## src/rtl/dp_ctrl_pkg.sv

```systemverilog
// Shared encodings for the X/Y/Z register + ULA datapath control.
// Imported by the sequencer and by any later datapath blocks.
package dp_ctrl_pkg;

    typedef enum logic [1:0] {
        REG_HOLD   = 2'b00,
        REG_LOAD   = 2'b01,
        REG_SHIFTR = 2'b10,
        REG_RESET  = 2'b11
    } reg_ctrl_e;

    typedef enum logic [1:0] {
        OP_ADD = 2'b00,
        OP_SUB = 2'b01,
        OP_SHR = 2'b10,
        OP_CLR = 2'b11
    } opcode_e;

    localparam int unsigned ULA_OP_ADD = 0;
    localparam int unsigned ULA_OP_SUB = 1;

    typedef enum logic [2:0] {
        S_IDLE    = 3'd0,
        S_LOAD_X  = 3'd1,
        S_LOAD_Y  = 3'd2,
        S_SHIFT   = 3'd3,
        S_WRITE_Z = 3'd4,
        S_CLEAR   = 3'd5,
        S_DONE    = 3'd6
    } state_e;

endpackage

```

## src/rtl/shift_down_counter.sv

```systemverilog
// Loadable down-counter that tracks the remaining shift steps.
// Load takes priority over decrement; reset over both.
module shift_down_counter #(
    parameter int unsigned WIDTH = 3
) (
    input  logic             clk_i,
    input  logic             rst_i,
    input  logic             load_i,
    input  logic [WIDTH-1:0] load_val_i,
    input  logic             dec_i,
    output logic             is_one_o,
    output logic             is_zero_o
);

    logic [WIDTH-1:0] cnt_q;

    always_ff @(posedge clk_i) begin
        if (rst_i) begin
            cnt_q <= '0;
        end else if (load_i) begin
            cnt_q <= load_val_i;
        end else if (dec_i) begin
            cnt_q <= cnt_q - WIDTH'(1);
        end
    end

    assign is_one_o  = (cnt_q == WIDTH'(1));
    assign is_zero_o = (cnt_q == '0);

endmodule

```

## src/rtl/datapath_sequencer.sv

```systemverilog
// Sequencer for the X/Y/Z register + ULA datapath: one op per start/busy
// handshake, driving registered register-control codes and the ULA op.
module datapath_sequencer
    import dp_ctrl_pkg::*;
#(
    parameter int unsigned SHAMT_W = 3,
    parameter int unsigned ULA_W   = 2
) (
    input  logic               clock,
    input  logic               reset,
    input  logic               start,
    input  logic [1:0]         opcode,
    input  logic [SHAMT_W-1:0] shamt,
    output logic               busy,
    output logic               done,
    output logic [1:0]         Tx,
    output logic [1:0]         Ty,
    output logic [1:0]         Tz,
    output logic [ULA_W-1:0]   Tula
);

    state_e  state_q, state_d;
    opcode_e op_q, op_d;
    logic    accept;
    logic    cnt_dec;
    logic    cnt_one;
    logic    cnt_zero;

    logic             busy_q, busy_d;
    logic             done_q, done_d;
    logic [1:0]       tx_q, tx_d;
    logic [1:0]       ty_q, ty_d;
    logic [1:0]       tz_q, tz_d;
    logic [ULA_W-1:0] tula_q, tula_d;

    shift_down_counter #(
        .WIDTH(SHAMT_W)
    ) u_shift_cnt (
        .clk_i      (clock),
        .rst_i      (reset),
        .load_i     (accept),
        .load_val_i (shamt),
        .dec_i      (cnt_dec),
        .is_one_o   (cnt_one),
        .is_zero_o  (cnt_zero)
    );

    // State register; outputs are registered from the next-state decode so
    // they line up with the state they describe.
    always_ff @(posedge clock) begin
        if (reset) begin
            state_q <= S_IDLE;
            op_q    <= OP_ADD;
            busy_q  <= 1'b0;
            done_q  <= 1'b0;
            tx_q    <= REG_HOLD;
            ty_q    <= REG_HOLD;
            tz_q    <= REG_HOLD;
            tula_q  <= ULA_W'(ULA_OP_ADD);
        end else begin
            state_q <= state_d;
            op_q    <= op_d;
            busy_q  <= busy_d;
            done_q  <= done_d;
            tx_q    <= tx_d;
            ty_q    <= ty_d;
            tz_q    <= tz_d;
            tula_q  <= tula_d;
        end
    end

    always_comb begin
        state_d = state_q;
        op_d    = op_q;
        accept  = 1'b0;
        cnt_dec = 1'b0;
        case (state_q)
            S_IDLE, S_DONE: begin
                if (start) begin
                    accept = 1'b1;
                    op_d   = opcode_e'(opcode);
                    if (op_d == OP_SHR) begin
                        state_d = S_LOAD_Y;
                    end else if (op_d == OP_CLR) begin
                        state_d = S_CLEAR;
                    end else begin
                        state_d = S_LOAD_X;
                    end
                end else begin
                    state_d = S_IDLE;
                end
            end
            S_LOAD_X: state_d = S_LOAD_Y;
            S_LOAD_Y: begin
                if (op_q == OP_SHR && !cnt_zero) begin
                    state_d = S_SHIFT;
                end else begin
                    state_d = S_WRITE_Z;
                end
            end
            // Exit while the counter still reads 1 so exactly shamt SHIFT cycles occur.
            S_SHIFT: begin
                cnt_dec = 1'b1;
                if (cnt_one) begin
                    state_d = S_WRITE_Z;
                end
            end
            S_WRITE_Z: state_d = S_DONE;
            S_CLEAR:   state_d = S_DONE;
            default:   state_d = S_IDLE;
        endcase
    end

    always_comb begin
        busy_d = 1'b0;
        done_d = 1'b0;
        tx_d   = REG_HOLD;
        ty_d   = REG_HOLD;
        tz_d   = REG_HOLD;
        tula_d = ULA_W'(ULA_OP_ADD);
        case (state_d)
            S_LOAD_X: begin
                busy_d = 1'b1;
                tx_d   = REG_LOAD;
                ty_d   = REG_RESET;
                tz_d   = REG_RESET;
            end
            S_LOAD_Y: begin
                busy_d = 1'b1;
                tx_d   = (op_d == OP_SHR) ? REG_RESET : REG_HOLD;
                ty_d   = REG_LOAD;
            end
            S_SHIFT: begin
                busy_d = 1'b1;
                ty_d   = REG_SHIFTR;
            end
            S_WRITE_Z: begin
                busy_d = 1'b1;
                tx_d   = REG_RESET;
                ty_d   = REG_RESET;
                tz_d   = REG_LOAD;
            end
            S_CLEAR: begin
                busy_d = 1'b1;
                tx_d   = REG_RESET;
                ty_d   = REG_RESET;
                tz_d   = REG_RESET;
            end
            S_DONE: done_d = 1'b1;
            default: ;
        endcase
        if (state_d inside {S_LOAD_X, S_LOAD_Y, S_SHIFT, S_WRITE_Z} && op_d == OP_SUB) begin
            tula_d = ULA_W'(ULA_OP_SUB);
        end
    end

    assign busy = busy_q;
    assign done = done_q;
    assign Tx   = tx_q;
    assign Ty   = ty_q;
    assign Tz   = tz_q;
    assign Tula = tula_q;

endmodule

```

## config.mk

```make
export PLATFORM = sky130hd
export DESIGN_NAME = datapath_sequencer
export DESIGN_NICKNAME = d
export VERILOG_FILES = /design/src/rtl/dp_ctrl_pkg.sv /design/src/rtl/shift_down_counter.sv /design/src/rtl/datapath_sequencer.sv
export SDC_FILE = /design/constraint.sdc
export NUM_CORES = 1
export LEC_CHECK = 0
export CORE_MARGIN = 4
export CORE_UTILIZATION = 40
export CTS_CLUSTER_DIAMETER = 80
export CTS_CLUSTER_SIZE = 14
export DETAILED_ROUTE_END_ITERATION = 7
export MAX_ROUTING_LAYER = met4
export PLACE_DENSITY = 0.67
export SYNTH_ARGS = -nofsm -noshare
export SYNTH_HDL_FRONTEND = slang
export SYNTH_SLANG_ARGS = --single-unit
```

## constraint.sdc

```tcl
create_clock -name clock -period 1.25 [get_ports clock]
set_input_delay 0.375 -clock clock [delete_from_list [all_inputs] [get_ports clock]]
set_output_delay 0.375 -clock clock [all_outputs]
set_load 0.03 [all_outputs]
```

# Word level (Yosys, flattened, before mapping)
# Cells that the tools add are included.
totals:
  register_bits: 18
  in_bits: 8
  out_inout_bits: 10
classes:
  add_sub_neg: 1
  eq_ne: 18
  n_mux: 20
  n_reduce_logical: 13
ops:
  columns: ["operator", "n"]
  rows:
  - ["3-bit 2-to-1 mux", 7]
  - ["3-bit equality test (second input constant)", 6]
  - ["3-bit one-hot mux with 5 select lines", 1]
  - ["3-bit by 2-bit equality test with 1-bit output (second input constant)", 4]
  - ["2-bit one-hot mux with 3 select lines", 2]
  - ["3-bit by 1-bit equality test with 1-bit output (second input constant)", 3]
  - ["2-bit equality test (second input constant)", 4]
  - ["2-bit OR reduction", 4]
  - ["3-bit logical NOT", 2]
  - ["1-bit 2-to-1 mux", 6]
  - ["2-bit 2-to-1 mux", 3]
  - ["5-bit OR reduction", 1]
  - ["2-bit one-hot mux with 2 select lines", 1]
  - ["4-bit nonzero test", 1]
  - ["3-bit OR reduction", 1]
  - ["3-bit by 1-bit subtractor with 3-bit output (second input constant)", 1]
  - ["2-bit by 1-bit equality test with 1-bit output (second input constant)", 1]
  - ["1-bit logical AND", 2]
  - ["2-bit nonzero test", 1]
  - ["1-bit logical NOT", 1]

# Depth between registers and ports, before layout
# Gate-level depths: netlist (run 1).
depth:
  word_depth: 9
  depth_mapped: 6
  depth_no_buf: 6

# Cells and area by module
# From an unflattened synthesis (run 1), not the netlist that was laid out.
hier_totals:
  hier_cells: 102
  area_unflattened_um2: 872.1
by_module_without_submodules:
  columns: ["mod", "n_inst", "cells_each", "area_per_inst_um2"]
  rows:
  - ["datapath_sequencer", 1, 80, 665.6]
  - ["shift_down_counter", 1, 22, 206.4]

# Worst setup path after synthesis (run 1)
# Ideal clock, no wire load.
synth_path:
  path_kind: "reg2reg"
  start: "register u_shift_cnt.cnt_q[0]"
  end: "register tx_q[1] (netlist: Tx[1])"
  arrival_ps: 1212
  required_ps: 1114
  slack_ps: -99
  path_stages_with_launch: 7
  path_buffers: 0
  synth_period_minus_slack_ps: 1349
  cell_sequence: "dfxtp_1 -> inv_1 -> ha_1 -> mux2i_1 -> o22ai_2 -> a21oi_2 -> o22ai_1"
synth_between:
  elab_chain_len: 8
  elab_cells_between_ends: 13
  classes_between: "eq/ne: 5; mux: 4; reduce/logical: 4"
synth_lines:
  columns: ["item", "line_no", "rtl"]
  rows:
  - ["start: declaration", "shift_down_counter.sv:15", "logic [WIDTH-1:0] cnt_q;"]
  - ["start signal: assignment", "shift_down_counter.sv:21", "cnt_q <= load_val_i;"]
  - ["start signal: assignment", "shift_down_counter.sv:23", "cnt_q <= cnt_q - WIDTH'(1);"]
  - ["3-bit logical NOT", "shift_down_counter.sv:28", "assign is_zero_o = (cnt_q == '0);"]
  - ["1-bit logical NOT", "datapath_sequencer.sv:95", "if (op_q == OP_SHR && !cnt_zero) begin"]
  - ["1-bit logical AND", "datapath_sequencer.sv:95", null]
  - ["3-bit 2-to-1 mux", "datapath_sequencer.sv:95", null]
  - ["3-bit one-hot mux with 5 select lines *", "datapath_sequencer.sv:77", "case (state_q)"]
  - ["3-bit equality test", "datapath_sequencer.sv:121", "case (state_d)"]
  - ["2-bit OR reduction (no source line)", null, null]
  - ["2-bit one-hot mux with 3 select lines *", "datapath_sequencer.sv:121", null]
  - ["end signal: assignment", "datapath_sequencer.sv:65", "tx_q <= tx_d;"]
  - ["end: declaration", "datapath_sequencer.sv:31", "logic [1:0] tx_q, tx_d;"]
# Mark *: on every way between the ends. The rest lies on a longest branch, timed or not.
# A chain may end at the register's enable or synchronous reset.

# Worst setup path in the final report (run 1)
layout_path:
  start: "register u_shift_cnt.cnt_q[1]"
  end: "register ty_q[0] (netlist: Ty[0])"
layout_between:
  elab_chain_len: 8
  elab_cells_between_ends: 14
  classes_between: "eq/ne: 6; mux: 4; reduce/logical: 4"
layout_lines:
  columns: ["item", "line_no", "rtl"]
  rows:
  - ["3-bit logical NOT", "shift_down_counter.sv:28", null]
  - ["1-bit logical NOT", "datapath_sequencer.sv:95", null]
  - ["1-bit logical AND", "datapath_sequencer.sv:95", null]
  - ["3-bit 2-to-1 mux", "datapath_sequencer.sv:95", null]
  - ["3-bit one-hot mux with 5 select lines *", "datapath_sequencer.sv:77", null]
  - ["3-bit by 1-bit equality test with 1-bit output or 3-bit equality test (tied branches)", "datapath_sequencer.sv:121", null]
  - ["3-bit OR reduction (no source line)", null, null]
  - ["2-bit one-hot mux with 3 select lines *", "datapath_sequencer.sv:121", null]
  - ["end signal: assignment", "datapath_sequencer.sv:66", "ty_q <= ty_d;"]
  - ["end: declaration", "datapath_sequencer.sv:32", "logic [1:0] ty_q, ty_d;"]
# Marks and branches as above.

==> run summary, run 1 <==
hpwl dp - 1.56 mm
Num CTS Buffers - 3
IR drop worst, VDD - 0.00105 V
clk_lat worst skew - 0.31 ns
post-synthesis mux area share - 2.24%
violated checks - negative setup slack
Final Cycle Share - 104%
Setup WS post-layout - -0.0442 ns
Max Slew Vio Count - 0
Yosys warning count - 0
delay-heaviest family, CP - compound AO/OA/AOI/OAI gates
initial antenna violation count - 0
peak per-stage delay on the critical path - 0.35 ns
number of synthesized register bits - 17
Min Hold Slack - 0.487 ns
min-delay src - op_q[1]
Die Area - 0.00305 mm²
Pwr per Cell Area - 1840 mW/mm²
DRT antenna net count - 0
DIE WIDTH - 55.2 µm
PortBufs - 16
worst reg-to-reg path cell count - 7
Buf+Inv Stages, Crit Path - 2
DRC Markers - 0
internal power - 1.49 mW
synthesized area - 892 µm²
starting density of the core - 43.7%
Comb pwr share - 53.8%
first-pass GRT wire length - 3.38 mm
worst path required time - 1.47 ns
grt total ovfl - 0
switching share of total power - 39.8%
nets - 142
Worst Hold End - op_q[1]
RSZ-0062 raised after global routing - yes
Clock Pin Slew Worst Setup and Hold Paths - 0.11 ns
syn nets - 106
layout cell share with drive strength beyond 1 - 50.0%
first-iteration detailed-routing DRC count - 16
Antenna diodes - 0
Synth Area in Compound Gates - 20.2%
CP max FO - 3
Post-CTS Hold Fix Bufs - 0
endpoints failing setup - 4
Hold Path Cell Cnt - 2
Adder-Cell Fraction of Synth Area - 4.21%
Achievable Freq - 773 MHz
Die Y-Extent - 55.2 µm
post-synth top area share - 38.1%
post-placement setup slack - -0.535 ns
hold crit path type - reg -> reg
via count - 813
Post-Synth XOR/XNOR Area - 3.79%
Tmin final - 1.29 ns
reg2reg setup slack - -0.04 ns
CP max-delay cell - dfxtp_2
clock share of power - 13.0%
H-tree Lvls - 1
Critical Path Sink Type - flop
Synth Flop Type - dfxtp_1
clock buffer depth - 2
final setup TNS - -0.104 ns
Final Hold Viols - 0
NetSw - 983 µW
WL per Instance - 13.2 µm
Post-Layout Inst Area - 0.00134 mm²
r2r endpoint - Ty[0]
synth unique cells - 41
Post-DP Area - 0.00122 mm²
most frequent cells after synthesis - 17 x dfxtp_1, 8 x nor2_1, 6 x a21oi_1, 6 x nand2_1
status - finished with violations
top-count cell post-synth - dfxtp_1
Setup crit start kind - flop
Simple-Gate Fraction of Synth Area - 23.3%
Reg2Reg Launch Point - u_shift_cnt.cnt_q[1]
synth-to-layout area growth - 50.6%
Syn Area/Cell - 9.39 µm²
Root Buffer - clkbuf_4
Seq pwr share - 33.1%
drt via density - 5.18
worst-path cell chain - inv_4, ha_4, mux2i_4, o22ai_4, buf_6, nand2b_4, a311oi_2
Total Wirelength - 2.08 mm
total power - 2.47 mW
drt first pass iters - 4
cell taking the most area after synthesis - dfxtp_1
Worst Clk Skew - 0.00936 ns
register area share after synthesis - 38.1%
Max Cap Viol - 0
EDFF count, synth - 0
row cnt - 16
CORE AREA - 0.00204 mm²
postcts setup bufs - 0
WS Path Type - reg -> reg
Arr. time, crit path - 1.52 ns
most area-consuming cells after synthesis - dfxtp_1 38%, ha_1 4.2%, buf_6 3.8%, a21oi_1 3.4%, nor2_1 3.4%
overall global routing resource usage - 14.2%
CTS tree - built
GP Congestion - 0.925
number of global-route vias before repair - 776
ys async rst share - 0%
leakage - 0.538 nW
Post-Synthesis Cells - 95
largest net degree at the start of global routing - 12
main combinational cell family by area after synthesis - simple AND/OR/NAND/NOR gates
Ports - 18
CTS Sinks - 17
-- power by group through the flow --
stage	clock, mW	combinational (mW)	sequential [mW]
after floorplan	0	0.661	0.880
after global placement	0	1.16	0.795
after detailed placement	0	1.18	0.794
after CTS	0.329	1.19	0.792
after global routing	0.359	1.43	0.843
final	0.322	1.33	0.819
-- layout by cell type (no fill, tap or decap), types with 2 or more instances in the layout --
cell type	count
nor2_1	8
nor2b_4	2
nand2_1	4
clkbuf_4	3
dfxtp_1	12
dfxtp_4	3
ha_4	2
nand3b_1	2
nand2b_1	2
a21oi_1	6
nand2_2	4
dfxtp_2	2
dlygate4sd2_1	3
buf_4	28
o32a_1	2
clkdlybuf4s50_1	4
inv_1	3
nand3_1	5
a211oi_2	2
-- tightest hold or removal path, delay by kind of cell, from the launching register on --
| family | cells | cell delay, ns |
|---|---|---|
| flip-flops | 1 | 0.34 |
| AO/OA/AOI/OAI | 1 | 0.06 |
| AND/OR/NAND/NOR | 1 | 0.05 |
-- stage by stage --
stage	utilization (%)	instances
3_3_place_gp	59.9	153
6_report	65.8	157
3_5_place_dp	59.9	153
2_1_floorplan	-	95
5_1_grt	65.8	157
4_1_cts	61.8	157
-- sequential cells by signal, summed over array words and instances (netlist names), 2 cells and up --
signal             count
Tx                     2
Tz                     2
Ty                     2
u_shift_cnt.cnt_q      3
op_q                   2
state_q                3
-- cells by family after synthesis --
| kind of cell | count (synthesis) |
|---|---|
| AOI/OAI and AO/OA | 22 |
| adders and majority gates | 3 |
| other | 1 |
| muxes | 2 |
| DFF | 17 |
| buffers and inverters | 11 |
| xor gates and xnor gates | 3 |
| and+or+nand+nor | 36 |
-- layout make-up --
cell class / count / area [µm²]
fill: 176 / 698
multi-input combinational: 67 / 597
sequential: 17 / 354
timing repair buffer: 37 / 308
tap: 27 / 33.8
clock buffer: 3 / 22.5
inverter: 5 / 21.3
clock inverter: 1 / 7.51
-- worst max path at each step --
stage	from	end	slack, ns	cells after the start
floorplan	u_shift_cnt.cnt_q[0]	Tx[1]	-0.03	6
global placement	start	Tz[1]	-0.48	6
detailed placement	opcode[0]	Tx[1]	-0.53	5
CTS	u_shift_cnt.cnt_q[0]	Tx[1]	-0.11	6
global route	u_shift_cnt.cnt_q[1]	Ty[0]	-0.12	7
finish	u_shift_cnt.cnt_q[1]	Ty[0]	-0.04	7
-- metal layers --
metal	vias to the layer above	global-route usage (%)	wire (µm)
li1	400	-	-
met1	387	16.9	930
met2	20	22.0	993
met3	6	4.90	111
met4	0	5.56	42
met5	-	-	0
-- repair_timing --
action / CTS / global route
pin swaps: 6 / 4
endpoints found under the hold margin: 0 / 0
resized for setup: 8 / 17
endpoints found under the setup margin: 17 / 14
No activity file was read; power rests on OpenSTA's default activity.
==> run 2: changes to the inputs <==
==> constraint.sdc (replaced) <==
create_clock -name clock -period 1.1 [get_ports clock]
set_input_delay 0.33 -clock clock [delete_from_list [all_inputs] [get_ports clock]]
set_output_delay 0.33 -clock clock [all_outputs]
set_load 0.03 [all_outputs]
==> run 2 against run 1 <==
The flow still finishes with violations (negative setup slack). Maximum frequency down 1.2%. Clock skew fell by 0.0045 ns. Clock power rose by 5%. Die area unchanged. Highest routed layer unchanged.
==> run summary, run 2 (synthesis gave the netlist of run 1 again) <==
status - finished with violations (unchanged)
violated checks - negative setup slack (unchanged)
Critical Path Sink Type - flop (unchanged)
Antenna diodes - 0 (unchanged)
row cnt - 16 (unchanged)
synth-to-layout area growth - 69.6% (was 50.6%)
starting density of the core - 43.7% (unchanged)
Post-CTS Hold Fix Bufs - 0 (unchanged)
Seq. cell area - 364 µm² (was 354 µm²)
DRT antenna net count - 0 (unchanged)
IR drop worst, VDD - 0.00141 V (was 0.00105 V)
most frequent cells in the layout - 22 x buf_4, 14 x buf_6, 10 x dfxtp_2, 8 x nor2_1, 5 x a21oi_2 (was 28 x buf_4, 12 x dfxtp_1, 8 x nor2_1, 6 x a21oi_1, 5 x nand3_1)
WL per Instance - 14.1 µm (was 13.2 µm)
layout cell share with drive strength beyond 1 - 65.0% (was 50.0%)
drt via density - 5.15 (was 5.18)
clock buffer depth - 2 (unchanged)
endpoints failing setup - 15 (was 4)
overall global routing resource usage - 16.6% (was 14.2%)
most common cell after layout, fill and taps aside - buf_4 (unchanged)
PortBufs - 16 (unchanged)
CTS Sinks - 17 (unchanged)
Total Wirelength - 2.32 mm (was 2.08 mm)
first-iteration detailed-routing DRC count - 17 (was 16)
Root Buffer - clkbuf_4 (unchanged)
final setup TNS - -1.93 ns (was -0.104 ns)
biggest regs - state_q: 3 flops, u_shift_cnt.cnt_q: 3 flops (unchanged)
Final Cycle Share - 119% (was 104%)
CP max-delay cell - dfxtp_2 (unchanged)
first-pass GRT wire length - 3.95 mm (was 3.38 mm)
Die Area - 0.00305 mm² (unchanged)
final non-filler cell total - 164 (was 157)
Pwr per Cell Area - 1990 mW/mm² (was 1840 mW/mm²)
Worst Clk Skew - 0.00489 ns (was 0.00936 ns)
leakage - 0.618 nW (was 0.538 nW)
largest net degree at the start of global routing - 10 (was 12)
Max Slew Vio Count - 0 (unchanged)
CORE AREA - 0.00204 mm² (unchanged)
GP Congestion - 0.957 (was 0.925)
initial antenna violation count - 0 (unchanged)
Tmin final - 1.31 ns (was 1.29 ns)
H-tree Lvls - 1 (unchanged)
Final Hold Viols - 0 (unchanged)
DR top layer - met4 (unchanged)
CP max FO - 3 (unchanged)
Num CTS Buffers - 3 (unchanged)
Die Y-Extent - 55.2 µm (unchanged)
DIE WIDTH - 55.2 µm (unchanged)
met2 routed WL - 1.15 mm (was 993 µm)
M1 WL - 1.02 mm (was 930 µm)
RSZ-0062 raised after global routing - yes (unchanged)
Arr. time, crit path - 1.49 ns (was 1.52 ns)
Routed met3 length - 102 µm (was 111 µm)
via count - 844 (was 813)
nets - 149 (was 142)
Min Hold Slack - 0.495 ns (was 0.487 ns)
Achievable Freq - 764 MHz (was 773 MHz)
Max Cap Viol - 0 (unchanged)
Clock Pin Slew Worst Setup and Hold Paths - 0.10 ns (was 0.11 ns)
hold crit path type - reg -> reg (unchanged)
Ports - 18 (unchanged)
Setup crit start kind - flop (unchanged)
placed cells - 155 (was 153)
peak per-stage delay on the critical path - 0.37 ns (was 0.35 ns)
number of global-route vias before repair - 873 (was 776)
worst path required time - 1.29 ns (was 1.47 ns)
Setup WS post-layout - -0.209 ns (was -0.0442 ns)
FILL cells - 142 (was 176)
post-placement setup slack - -0.659 ns (was -0.535 ns)
clk_lat worst skew - 0.30 ns (was 0.31 ns)
hpwl dp - 1.61 mm (was 1.56 mm)
grt total ovfl - 0 (unchanged)
drt first pass iters - 4 (unchanged)
CTS tree - built (unchanged)
worst-path cell chain - inv_2, ha_4, mux2i_4, o221ai_2, nand3b_1, o22ai_2 (was inv_4, ha_4, mux2i_4, o22ai_4, buf_6, nand2b_4, a311oi_2)
WS Path Type - reg -> reg (unchanged)
DRC Markers - 0 (unchanged)
Multi-input gate area - 658 µm² (was 597 µm²)
==> run 2: path summary, 6_finish.rpt <==
path | from | to | slack (ns) | depth (start not counted)
worst max-delay path | u_shift_cnt.cnt_q[0] | Tx[1] | -0.21 | 6
worst min-delay path | u_shift_cnt.cnt_q[1] | u_shift_cnt.cnt_q[1] | 0.49 | 2
worst max register to register | u_shift_cnt.cnt_q[0] | Tx[1] | -0.21 | 6
worst min register to register | u_shift_cnt.cnt_q[1] | u_shift_cnt.cnt_q[1] | 0.49 | 2
==> run 2: per-stage QoR <==
step / area [µm²] / util (%) / power [mW]
detailed placement: 1260 / 61.8 / 2.28
global placement: 1260 / 61.8 / 2.25
CTS: 1420 / 69.5 / 2.85
global route: 1510 / 74.1 / 3.21
floorplan: 968 / - / 1.83
finish: 1510 / 74.1 / 3.01
==> run 2: layer usage <==
layer / track usage, % / up-vias
met3: 2.80 / 5
met2: 27.2 / 23
met4: 6.25 / 0
met1: 20.4 / 397
li1: - / 419
met5: - / -
==> run 2: report_power, final <==
part | leakage [nW] | switching [mW] | total [mW] | internal, mW
Combinational | 0.458 | 0.824 | 1.72 | 0.892
Clock | 0.0150 | 0.198 | 0.339 | 0.141
Sequential | 0.146 | 0.169 | 0.959 | 0.790
==> run 2: area by class of cell <==
type	count	area share, %
inverter	5	1.41
tap	27	2.23
multi-input combinational	67	43.5
sequential	17	24.1
clock buffer	4	1.74
timing repair buffer	44	27.0
==> run 2: what timing repair did <==
item	in CTS	in global routing
gates resized for setup	24	25
endpoints found under the setup margin	23	26
setup buffers	3	3
pin swaps	12	10
==> run 2: worst max-delay path, delay by kind of cell (launching register included) <==
kind	cells	cell delay (ns)
adder cells (fa/ha/maj)	1	0.15
AO/OA/AOI/OAI	2	0.25
buffers and inverters	1	0.05
AND/OR/NAND/NOR	1	0.18
multiplexers	1	0.19
flip-flops	1	0.37
==> run 3: changes to the inputs <==
--- a/config.mk
+++ b/config.mk
@@ -5,6 +5,7 @@
 export SDC_FILE = /design/constraint.sdc
 export NUM_CORES = 1
 export LEC_CHECK = 0
+export ABC_AREA = 1
 export CORE_MARGIN = 4
 export CORE_UTILIZATION = 40
 export CTS_CLUSTER_DIAMETER = 80
@@ -12,6 +13,7 @@
 export DETAILED_ROUTE_END_ITERATION = 7
 export MAX_ROUTING_LAYER = met4
 export PLACE_DENSITY = 0.67
+export SKIP_LAST_GASP = 1
 export SYNTH_ARGS = -nofsm -noshare
 export SYNTH_HDL_FRONTEND = slang
 export SYNTH_SLANG_ARGS = --single-unit
==> run 3 against run 2 <==
The run still ends with negative setup slack left. Die area rose by 2.0%. Utilization fell by 6.6 points. Worst hold slack gained 0.039 ns. Maximum frequency fell by 8.7%. Combinational power decreased by 33%. Non-clock buffer count unchanged. Sequential cell count stayed put. Total power decreased by 23%. Global-route usage down 1.3 points. Synthesized cell count is 25% higher. Cell count grew 18%. Critical path depth rose by 6. Critical path type unchanged. Largest power group unchanged. Highest routed layer unchanged.
==> run summary, run 3 <==
cell taking the most area after synthesis - dfxtp_1 (unchanged)
status - finished with violations (unchanged)
grt total ovfl - 0 (unchanged)
ys async rst share - 0% (unchanged)
CP max-delay cell - dfxtp_2 (unchanged)
row cnt - 17 (was 16)
leakage - 0.722 nW (was 0.618 nW)
Arr. time, crit path - 1.64 ns (was 1.49 ns)
Critical Path Sink Type - flop (unchanged)
synthesized area - 913 µm² (was 892 µm²)
first-pass GRT wire length - 3.73 mm (was 3.95 mm)
Antenna diodes - 0 (unchanged)
RSZ-0062 raised after global routing - yes (unchanged)
IR drop worst, VDD - 0.00108 V (was 0.00141 V)
top-count cell post-synth - nand2_1 (was dfxtp_1)
drt first pass iters - 4 (unchanged)
Final Hold Viols - 0 (unchanged)
Post-DP Area - 0.00126 mm² (about the same)
GP Congestion - 0.775 (was 0.957)
DIE WIDTH - 55.8 µm (was 55.2 µm)
nets - 177 (was 149)
worst path required time - 1.31 ns (was 1.29 ns)
DRC Markers - 0 (unchanged)
largest net degree at the start of global routing - 11 (was 10)
Achievable Freq - 698 MHz (was 764 MHz)
Die Y-Extent - 55.8 µm (was 55.2 µm)
violated checks - negative setup slack (unchanged)
Min Hold Slack - 0.534 ns (was 0.495 ns)
EDFF count, synth - 0 (unchanged)
worst-path cell chain - inv_2, ha_4, inv_2, nor2_4, o21ai_2, nand2_2, nor2_4, inv_2, nand2_4, nand2_2, nand2_2, nand2_1 (was inv_2, ha_4, mux2i_4, o221ai_2, nand3b_1, o22ai_2)
register area share after synthesis - 37.3% (was 38.1%)
initial antenna violation count - 0 (unchanged)
biggest regs - state_q: 3 flops, u_shift_cnt.cnt_q: 3 flops (unchanged)
post-placement setup slack - -0.681 ns (was -0.659 ns)
number of synthesized register bits - 17 (unchanged)
Worst Clk Skew - 0.00240 ns (was 0.00489 ns)
hold crit path type - in -> reg (was reg -> reg)
clock buffer depth - 2 (unchanged)
Post-Layout Inst Area - 0.00148 mm² (was 0.00151 mm²)
first-iteration detailed-routing DRC count - 15 (was 17)
Root Buffer - clkbuf_4 (unchanged)
CORE AREA - 0.00219 mm² (was 0.00204 mm²)
Max Cap Viol - 0 (unchanged)
syn nets - 130 (was 106)
hpwl dp - 1.61 mm (about the same)
Num CTS Buffers - 3 (unchanged)
synth unique cells - 25 (was 41)
peak per-stage delay on the critical path - 0.37 ns (about the same)
Pwr per Cell Area - 1570 mW/mm² (was 1990 mW/mm²)
WL per Instance - 11.8 µm (was 14.1 µm)
Clock Pin Slew Worst Setup and Hold Paths - 0.11 ns (was 0.10 ns)
total power - 2.31 mW (was 3.01 mW)
Final Cycle Share - 130% (was 119%)
Ports - 18 (unchanged)
WS Path Type - reg -> reg (unchanged)
endpoints failing setup - 16 (was 15)
most area-consuming cells after synthesis - dfxtp_1 37%, nand2_1 7.8%, inv_1 7.4%, nor2_1 5.8%, nor2_4 4.9% (was dfxtp_1 38%, ha_1 4.2%, buf_6 3.8%, a21oi_1 3.4%, nor2_1 3.4%)
number of global-route vias before repair - 881 (was 873)
starting density of the core - 41.7% (was 43.7%)
most frequent cells in the layout - 25 x buf_4, 12 x nand2_1, 12 x buf_6 (was 22 x buf_4, 14 x buf_6, 10 x dfxtp_2, 8 x nor2_1, 5 x a21oi_2)
Total Wirelength - 2.28 mm (was 2.32 mm)
Setup WS post-layout - -0.333 ns (was -0.209 ns)
DRT antenna net count - 0 (unchanged)
CTS Sinks - 17 (unchanged)
Syn Area/Cell - 7.68 µm² (was 9.39 µm²)
H-tree Lvls - 1 (unchanged)
CTS tree - built (unchanged)
CP max FO - 5 (was 3)
Yosys warning count - 0 (unchanged)
post-synth top area share - 37.3% (was 38.1%)
final setup TNS - -3.23 ns (was -1.93 ns)
most frequent cells after synthesis - 19 x nand2_1, 18 x inv_1, 17 x dfxtp_1, 14 x nor2_1, 7 x nand2_2 (was 17 x dfxtp_1, 8 x nor2_1, 6 x a21oi_1, 6 x nand2_1)
layout cell share with drive strength beyond 1 - 63.0% (was 65.0%)
synth-to-layout area growth - 61.9% (was 69.6%)
Die Area - 0.00311 mm² (was 0.00305 mm²)
Max Slew Vio Count - 0 (unchanged)
Synth Flop Type - dfxtp_1 (unchanged)
Tmin final - 1.43 ns (was 1.31 ns)
overall global routing resource usage - 15.3% (was 16.6%)
clk_lat worst skew - 0.30 ns (about the same)
Post-Synthesis Cells - 119 (was 95)
drt via density - 4.63 (was 5.15)
PortBufs - 16 (unchanged)
most common cell after layout, fill and taps aside - buf_4 (unchanged)
Setup crit start kind - flop (unchanged)
via count - 893 (was 844)
run 3: cell count changes after synthesis, moves of 4 or more:
cell / before / now
inv_1: 5 / 18
inv_2: 0 / 5
nand2_1: 6 / 19
nand2_2: 2 / 7
nor2_1: 8 / 14
nor2_4: 0 / 4
run 3: cell type report:
cell class              instances  area, µm²
clock buffers                   3       22.5
flip-flops and latches         17        362
multi-input cells              77        567
fillers                       186        712
repair buffers                 44        394
inverters                      23       93.8
well taps                      28       35.0
clock inverters                 1       5.00
run 3: kinds of logic after synthesis:
kind of cell             count (synthesis)  share of synthesized area (%)
XOR/XNOR                                 2                           1.92
buffers and inverters                   25                           10.7
AND/OR/NAND/NOR                         58                           37.0
other                                    1                          0.411
AO/OA/AOI/OAI                           13                           8.63
flip-flops                              17                           37.3
adder cells (fa/ha/maj)                  3                           4.11
run 3: through the flow:
step	instances	utilization [%]
floorplan	119	-
global placement	180	57.7
detailed placement	180	57.7
CTS	188	62.7
global route	193	67.5
finish	193	67.5
run 3: layer usage:
layer	vias to the layer above	global-route usage (%)	part of all wire, %
met5	-	-	0
met4	0	6.25	1.6
met3	4	1.62	2.5
li1	459	-	-
met2	20	26.0	52
met1	410	18.3	44
run 3: worst max-delay path, delay by kind of cell (launching register included):
kind | cells | cell delay, ns
simple gates | 7 | 0.52
flops | 1 | 0.37
buf+inv | 3 | 0.19
fa+ha+maj | 1 | 0.15
compound gates | 1 | 0.12
run 3: what timing repair did:
| item | CTS | global route |
|---|---|---|
| pin swaps | 11 | 11 |
| setup buffers | 4 | 5 |
| resized for setup | 23 | 22 |
| setup endpoints to repair | 22 | 25 |
| hold buffers | 0 | 0 |
run 3: path summary, 6_finish.rpt:
path / slack (ns) / endpoint / cells past startpoint / from
worst max-delay path: -0.33 / Tx[0] / 12 / u_shift_cnt.cnt_q[0]
worst min-delay path: 0.53 / op_q[0] / 4 / opcode[0]
worst max register to register: -0.33 / Tx[0] / 12 / u_shift_cnt.cnt_q[0]
worst min register to register: 0.62 / u_shift_cnt.cnt_q[1] / 3 / u_shift_cnt.cnt_q[1]
run 3: report_power, final:
group | total (mW) | switching (mW) | leakage (nW) | internal, mW
clock | 0.351 | 0.216 | 0.0177 | 0.136
combinational | 1.15 | 0.611 | 0.559 | 0.542
sequential | 0.810 | 0.0801 | 0.145 | 0.730
total | 2.31 | 0.907 | 0.722 | 1.41
